`src/rtl/decode_pattern_encoder.sv`:
```
// decode_pattern_encoder
// Reverse lookup for the 3-bit address decoder: scans the fixed 8-entry
// address->pattern table one entry per clock and reports the lowest
// matching address, a hit flag, the match count and an ambiguity flag.
//
// state | meaning
// IDLE  | ready for a request, no result held
// SCAN  | comparing table[index] against the captured pattern, 8 edges
// DONE  | result registered and presented until out_ready

module decode_pattern_encoder #(
  parameter bit ZERO_IS_VALID = 1'b1
) (
  input  logic       clk,
  input  logic       rst_n,
  input  logic       in_valid,
  output logic       in_ready,
  input  logic [7:0] in_pattern,
  output logic       out_valid,
  input  logic       out_ready,
  output logic [2:0] out_address,
  output logic       out_hit,
  output logic       out_multi,
  output logic [3:0] out_count
);

  typedef enum logic [1:0] {
    IDLE = 2'd0,
    SCAN = 2'd1,
    DONE = 2'd2
  } state_t;

  state_t     state_q;
  logic [7:0] pattern_q;
  logic [2:0] index_q;
  logic [3:0] count_q;
  logic [2:0] first_q;

  logic       out_valid_q;
  logic [2:0] out_address_q;
  logic       out_hit_q;
  logic       out_multi_q;
  logic [3:0] out_count_q;

  logic [7:0] entry;
  logic       match;
  logic [3:0] count_d;
  logic [2:0] first_d;

  // Hard-coded address->pattern table, mirrors the decoder's mapping.
  function automatic logic [7:0] table_entry(input logic [2:0] addr);
    case (addr)
      3'd0:    table_entry = 8'h00;
      3'd1:    table_entry = 8'h0B;
      3'd2:    table_entry = 8'h2C;
      3'd3:    table_entry = 8'h00;
      3'd4:    table_entry = 8'h00;
      3'd5:    table_entry = 8'h58;
      3'd6:    table_entry = 8'h58;
      default: table_entry = 8'h2A;
    endcase
  endfunction

  // Compare the current table entry and form the updated count / first match.
  always_comb begin
    entry   = table_entry(index_q);
    match   = (entry == pattern_q) && (ZERO_IS_VALID || (entry != 8'h00));
    count_d = count_q + {3'b000, match};
    first_d = (match && (count_q == 4'd0)) ? index_q : first_q;
  end

  // Request/scan/result sequencer with registered result outputs.
  always_ff @(posedge clk) begin
    if (!rst_n) begin
      state_q       <= IDLE;
      pattern_q     <= 8'h00;
      index_q       <= 3'd0;
      count_q       <= 4'd0;
      first_q       <= 3'd0;
      out_valid_q   <= 1'b0;
      out_address_q <= 3'd0;
      out_hit_q     <= 1'b0;
      out_multi_q   <= 1'b0;
      out_count_q   <= 4'd0;
    end else begin
      case (state_q)
        IDLE: begin
          out_valid_q <= 1'b0;
          if (in_valid) begin
            pattern_q <= in_pattern;
            index_q   <= 3'd0;
            count_q   <= 4'd0;
            first_q   <= 3'd0;
            state_q   <= SCAN;
          end
        end
        SCAN: begin
          count_q <= count_d;
          first_q <= first_d;
          index_q <= index_q + 3'd1;
          if (index_q == 3'd7) begin
            state_q       <= DONE;
            out_valid_q   <= 1'b1;
            out_address_q <= (count_d != 4'd0) ? first_d : 3'd0;
            out_hit_q     <= (count_d != 4'd0);
            out_multi_q   <= (count_d > 4'd1);
            out_count_q   <= count_d;
          end
        end
        DONE: begin
          if (out_ready) begin
            out_valid_q <= 1'b0;
            state_q     <= IDLE;
          end
        end
        default: begin
          out_valid_q <= 1'b0;
          state_q     <= IDLE;
        end
      endcase
    end
  end

  // Ready only when idle and out of reset; low combinationally during reset.
  assign in_ready    = rst_n && (state_q == IDLE);
  assign out_valid   = out_valid_q;
  assign out_address = out_address_q;
  assign out_hit     = out_hit_q;
  assign out_multi   = out_multi_q;
  assign out_count   = out_count_q;

endmodule

```
`config.mk`:
```
export PLATFORM = sky130hd
export DESIGN_NAME = decode_pattern_encoder
export DESIGN_NICKNAME = d
export VERILOG_FILES = /design/src/rtl/decode_pattern_encoder.sv
export SDC_FILE = /design/constraint.sdc
export NUM_CORES = 1
export LEC_CHECK = 0
export ABC_AREA = 1
export CORE_MARGIN = 4
export CORE_UTILIZATION = 50
export CTS_CLUSTER_SIZE = 12
export DETAILED_ROUTE_END_ITERATION = 16
export HOLD_SLACK_MARGIN = 0.1
export PLACE_DENSITY = 0.75
export SETUP_SLACK_MARGIN = 0.3
export SYNTH_ARGS = -nofsm -noshare
export SYNTH_HDL_FRONTEND = slang
export SYNTH_SLANG_ARGS = --single-unit
```
`constraint.sdc`:
```
create_clock -name clk -period 7.3 [get_ports clk]
set_input_delay 0.73 -clock clk [delete_from_list [all_inputs] [get_ports clk]]
set_output_delay 0.73 -clock clk [all_outputs]
set_load 0.005 [all_outputs]
```
==> run summary, run 1 <==
Resize count post-CTS: 0
MaxCap Viol Count: 0
WS Path Type: in2out
Post-synth EDFFs: 0
Final core occ: 64.2%
Top FF cell, synth: dfxtp_1
Clk network pwr share: 36.8%
Warnings from Yosys: 0
Hold crit path type: reg2reg
DRC errors left: 0
Synth top area share: 40.5%
Slew of the pin with the lowest slew margin: 0.558 ns
Clk sinks: 30
Critical-path cell list: clkdlybuf4s50_1, clkinv_1, nor3_1, clkdlybuf4s50_1
Final Hold Slack: 0.469 ns
Final hold vios: 0
Final period util: 48.3%
Routability cong.: 0.786
Pwr/cell area: 203 mW/mm2
Number of global-route vias before repair: 1,221
Placement row count: 19
Required time worst endpoint: 6.57 ns
IO Pins: 23
CP Max Fanout: 19
CP Capture Type: primary output
Worst Path Buf+Inv: 3
GRT overflow: 0
Post-CTS setup buffer count: 0
Top cells by area, synth: dfxtp_1 (40%), nand2_1 (13%), a21oi_1 (7.4%)
Setup TNS: 0 ns
First-pass GRT wire length: 5220 um
CP arrival: 2.80 ns
WL final: 3050 um
Synthesized area: 0.00148 mm2
N_diodes: 0
Switching share of total power: 25.9%
Distinct cells, synth: 26
Synth Register Bits: 30
Layout cell share with drive strength beyond 1: 10.2%
Seq/Total Area, Yosys: 40.5%
DP Cell Count: 250
Post-layout min period: 3.53 ns
Status: finished, final reports clean
FFs w/ async S/R, synth: 0%
Port Buffers: 22
Detail Route Antenna Nets: 0
Max incr delay on CP: 0.72 ns
CTS tree: done
Seq pwr share: 47.3%
CP top delay family: buffers and inverters
Element type at the critical path start: input port
Die Ht: 62.5 um
DR vias: 1,299
Slew Limit Fails: 0
DR vias/cell: 5.05
Net Count, Synth: 222
Starting Density: 52.9%
Max Fclk: 284 MHz
VDD IR max: 115 uV
Leakage power: 0.778 nW
CTS max path bufs: 2
Slowest-stage cell, CP: clkdlybuf4s50_1
Mean Syn Cell Area: 7.35 um2
Number of buffers created by CTS: 5
Area grow syn2layout: 21.4%
Post-route cell area: 0.00180 mm2
Die W: 62.5 um
Dominant cell type by area after synthesis: dfxtp_1
Unrepaired setup endpoints after global routing: no
Core area: 0.00281 mm2
Clock root buffer: clkbuf_4
Detail Placement HPWL: 2310 um
Drt wl/cell: 11.9 um
Clock transition at path regs: 0.09 ns
Pin count of the biggest net entering global routing: 20
Worst Skew: 0.00994 ns
Psw: 0.0949 mW
Internal Dissipation: 0.271 mW
Post-DP Area: 0.00172 mm2
DRT Pass-1 Iters: 4
Syn Inst Count: 202
Setup violators final: 0
CP dominant cell by count: clkdlybuf4s50_1
Hold_buf cts: 0
Fillers: 258
Slew HR: 62.7%
Nets: 246
CTS H-tree lvls: 2
GRT Overall Usage: 16.5%
Die ar.: 0.00390 mm2
Initial DRC Count: 68
Initial antenna violation count: 0
Gate power share: 15.9%
Non-Filler Instances: 257
Worst-Skew Late Latency: 0.33 ns
## path summary, 6_finish.rpt
check                     from  slack (ns)        endpoint  cells after the start
setup / recovery         rst_n        3.77        in_ready                      4
hold / removal    out_count[2]        0.47    out_count[2]                      2
setup reg to reg    index_q[0]        4.61  out_address[1]                     14
hold reg to reg   out_count[2]        0.47    out_count[2]                      2
## state kept, by name (all words and copies together), names as in the netlist
register     flops
count_q          4
first_q          3
index_q          3
out_address      3
out_count        4
out_hit          1
out_multi        1
out_valid        1
pattern_q        8
state_q          2
## synth_stat cells, types with 4 or more instances
cell type	n
inv_1	18
ha_1	8
dfxtp_1	30
o21ai_0	11
nand2_1	51
nor2_1	18
nand3_1	11
a21oi_1	22
clkbuf_1	4
## layer usage
| layer | up-vias | GRT usage, % | part of all wire, % |
|---|---|---|---|
| met5 | - | 0 | 0 |
| met3 | 7 | 3.24 | 2.0 |
| li1 | 696 | - | - |
| met4 | 0 | 8.26 | 1.7 |
| met2 | 16 | 27.4 | 47 |
| met1 | 580 | 20.3 | 49 |
## through the flow
stage / setup slack, ns / power (mW)
after global placement: 3.81 / 0.233
after floorplan: 4.97 / 0.220
after CTS: 3.76 / 0.370
after global routing: 3.59 / 0.384
after detailed placement: 3.78 / 0.235
final: 3.77 / 0.366
## power groups by stage
| stage | logic, mW | registers, mW | clock network (mW) |
|---|---|---|---|
| CTS | 0.0583 | 0.173 | 0.138 |
| detailed placement | 0.0581 | 0.177 | 0 |
| global route | 0.0656 | 0.174 | 0.144 |
| global placement | 0.0562 | 0.177 | 0 |
| floorplan | 0.0438 | 0.176 | 0 |
| finish | 0.0582 | 0.173 | 0.135 |
## placed cells by master (no fill, tap or decap), drive strengths merged
| master | n |
|---|---|
| nand3b | 1 |
| clkbuf | 6 |
| nor2 | 23 |
| clkinv | 1 |
| inv | 21 |
| nor4 | 2 |
| dfxtp | 30 |
| nand4 | 3 |
| o21ai | 13 |
| xor2 | 2 |
| o21a | 1 |
| ha | 8 |
| nor3 | 1 |
| nand2 | 55 |
| a21oi | 23 |
| bufinv | 1 |
| clkdlybuf4s50 | 22 |
| nand3 | 13 |
## tightest hold or removal path, delay by kind of cell (launching register included)
| kind | cells | cell delay, ns |
|---|---|---|
| AOI/OAI and AO/OA | 1 | 0.05 |
| and+or+nand+nor | 1 | 0.06 |
| DFF | 1 | 0.32 |
## logic make-up (layout without fill, tap and decap cells)
group / count (synthesis) / in the layout / share of synthesized area (%)
xor+xnor: 2 / 2 / 1.18
compound gates: 37 / 37 / 12.9
flops: 30 / 30 / 40.5
simple gates: 98 / 98 / 31.6
buf+inv: 27 / 51 / 7.08
fa+ha+maj: 8 / 8 / 6.75
## cell type report
class / instances / area (um2) / share of cell area (%)
multi-input cells: 145 / 778 / 43.2
well taps: 31 / 38.8 / 2.15
flip-flops and latches: 30 / 601 / 33.3
clock inverters: 1 / 30.0 / 1.67
inverters: 22 / 82.6 / 4.58
clock buffers: 6 / 51.3 / 2.85
repair buffers: 22 / 220 / 12.2
Power figures use the tool's default switching activity.
==> run 2: changes to the inputs <==
- clock period: 7.3 -> 3.52 ns (I/O delays scaled with it)
==> run 2 against run 1 <==
  * Setup slack worse by 2.9 ns
  * Sequential power up 110%
  * Die area unchanged
  * Largest power group unchanged
  * Count of clock-buffer cells in the layout decreased by 1
  * Design area fell by 1.5%
  * Critical endpoint is now out_address[0]
  * First-iteration DRC count shrank 26%
  * Combinational power is 110% higher
  * Sequential share of layout area rose by 0.49 points
  * Critical path depth grew 10
  * Global-route usage grew 0.98 points
  * Routed wire length grew 2.8%
==> run summary, run 2 (synthesis gave the netlist of run 1 again) <==
Slew HR: 61.6%
Worst r2r path cells: 14
Resize count post-CTS: 0
Die W: 62.5 um
CTS H-tree lvls: 2
Non-Filler Instances: 258
CTS tree: done
Starting Density: 52.9%
Routability cong.: 0.832
IO Pins: 23
Nets: 247
Most frequent cells in the layout: nand2_1 (51), dfxtp_1 (30), a21oi_1 (22), clkdlybuf4s50_1 (22)
Max incr delay on CP: 0.41 ns
Number of global-route vias before repair: 1,275
Drt wl/cell: 12.2 um
Slowest-stage cell, CP: dfxtp_1
GRT Overall Usage: 17.5%
N_diodes: 0
Detail Placement HPWL: 2390 um
Hold crit path type: reg2reg
Clock transition at path regs: 0.09 ns
Max Fclk: 373 MHz
Critical-path cell list: inv_1, ha_1, nor2_4, nand2_2, nand3_1, nand2_1, nor4_1, ha_1, ha_1, xor2_1, o21ai_1, nand3_2, nand3_1, a21oi_1
Most common cell after layout, fill and taps aside: nand2_1
Clk sinks: 30
Die ar.: 0.00390 mm2
Element type at the critical path start: flip-flop
Reg2Reg Launch Point: index_q[1]
Required time worst endpoint: 3.80 ns
Initial DRC Count: 50
VDD IR max: 224 uV
DP Cell Count: 251
CTS max path bufs: 2
First-pass GRT wire length: 5550 um
WL final: 3140 um
Hold endpoint: out_address[1]
Post-CTS setup buffer count: 0
DRT Pass-1 Iters: 4
Post-layout min period: 2.68 ns
DR vias/cell: 5.18
Hold_buf cts: 0
Setup TNS: 0 ns
Leakage power: 0.770 nW
Pin count of the biggest net entering global routing: 19
Area grow syn2layout: 19.6%
Initial antenna violation count: 0
FF-to-FF End: out_address[0]
CP arrival: 2.96 ns
Slew of the pin with the lowest slew margin: 0.575 ns
Die Ht: 62.5 um
Final period util: 76.2%
WS Path Type: reg2reg
DRC errors left: 0
Unrepaired setup endpoints after global routing: no
Core area: 0.00281 mm2
Dpl ws: 0.863 ns
Worst Skew: 0.00803 ns
CP Max Fanout: 5
GRT overflow: 0
Status: finished, final reports clean
Setup violators final: 0
Detail Route Antenna Nets: 0
CP Capture Type: flip-flop
Placement row count: 19
Pwr/cell area: 378 mW/mm2
WHS Path Cells: 2
Final hold vios: 0
MaxCap Viol Count: 0
Largest register FFs: 8
Final setup margin: 0.836 ns
Clock root buffer: clkbuf_4
Slew Limit Fails: 0
Hold_sp: out_address[1]
Largest register by flop count: pattern_q
Port Buffers: 22
DR vias: 1,336
Worst-Skew Late Latency: 0.34 ns
Number of buffers created by CTS: 5
R2R Setup Slk: 0.84 ns
CP dominant cell by count: ha_1
Layout cell share with drive strength beyond 1: 10.6%
CP top delay family: simple AND/OR/NAND/NOR gates
Worst Path Buf+Inv: 1
[run 2: changes by cell type in the layout (fill, tap and decap cells not counted), sizes merged]
cell	change
clkbuf	-1
buf	+1
bufinv	-1
clkinv	+2
[run 2: worst reg2reg max path, stage by stage, from the launching register on]
cell	delay, ns
dfxtp_1	0.41
inv_1	0.11
ha_1	0.26
nor2_4	0.15
nand2_2	0.10
nand3_1	0.08
nand2_1	0.10
nor4_1	0.30
ha_1	0.22
ha_1	0.16
xor2_1	0.25
o21ai_1	0.14
nand3_2	0.13
nand3_1	0.10
a21oi_1	0.12
[run 2: metrics by stage]
stage               utilization [%]  total power, mW  hold slack [ns]  area, um2
finish                         63.3            0.670            0.470       1780
global route                   63.3            0.705            0.497       1780
CTS                            63.3            0.675            0.477       1780
detailed placement             61.6            0.489            0.461       1730
global placement               61.6            0.486            0.454       1730
floorplan                         -            0.456            0.444       1480
[run 2: worst max-delay path by stage]
| stage | from | end | slack (ns) | depth (start not counted) |
|---|---|---|---|---|
| floorplan | index_q[0] | out_address[0] | 1.19 | 13 |
| global placement | index_q[1] | out_hit | 0.99 | 13 |
| detailed placement | index_q[0] | out_address[2] | 0.86 | 14 |
| CTS | index_q[1] | out_address[2] | 0.84 | 14 |
| global route | index_q[0] | out_address[1] | 0.55 | 14 |
| finish | index_q[1] | out_address[0] | 0.84 | 14 |
[run 2: final cells by class]
class	count	area, um2
Multi-Input combinational cell	145	778
Clock buffer	5	37.5
Sequential cell	30	601
Fill cell	265	1030
Tap cell	31	38.8
Inverter	22	82.6
Clock inverter	2	10.0
Timing Repair Buffer	23	228
[run 2: power breakdown]
| part | total, mW | internal, mW | switching, mW |
|---|---|---|---|
| Clock | 0.190 | 0.0715 | 0.118 |
| Combinational | 0.121 | 0.0472 | 0.0739 |
| Sequential | 0.360 | 0.351 | 0.00861 |
[run 2: metal layers]
layer	routed length [um]	part of all wire, %	vias to the layer above	global-route usage [%]
met5	0	0	-	0
met4	55	1.8	0	7.16
met3	126	4.0	7	6.12
met2	1490	47	21	28.8
met1	1470	47	607	20.7
li1	-	-	701	-
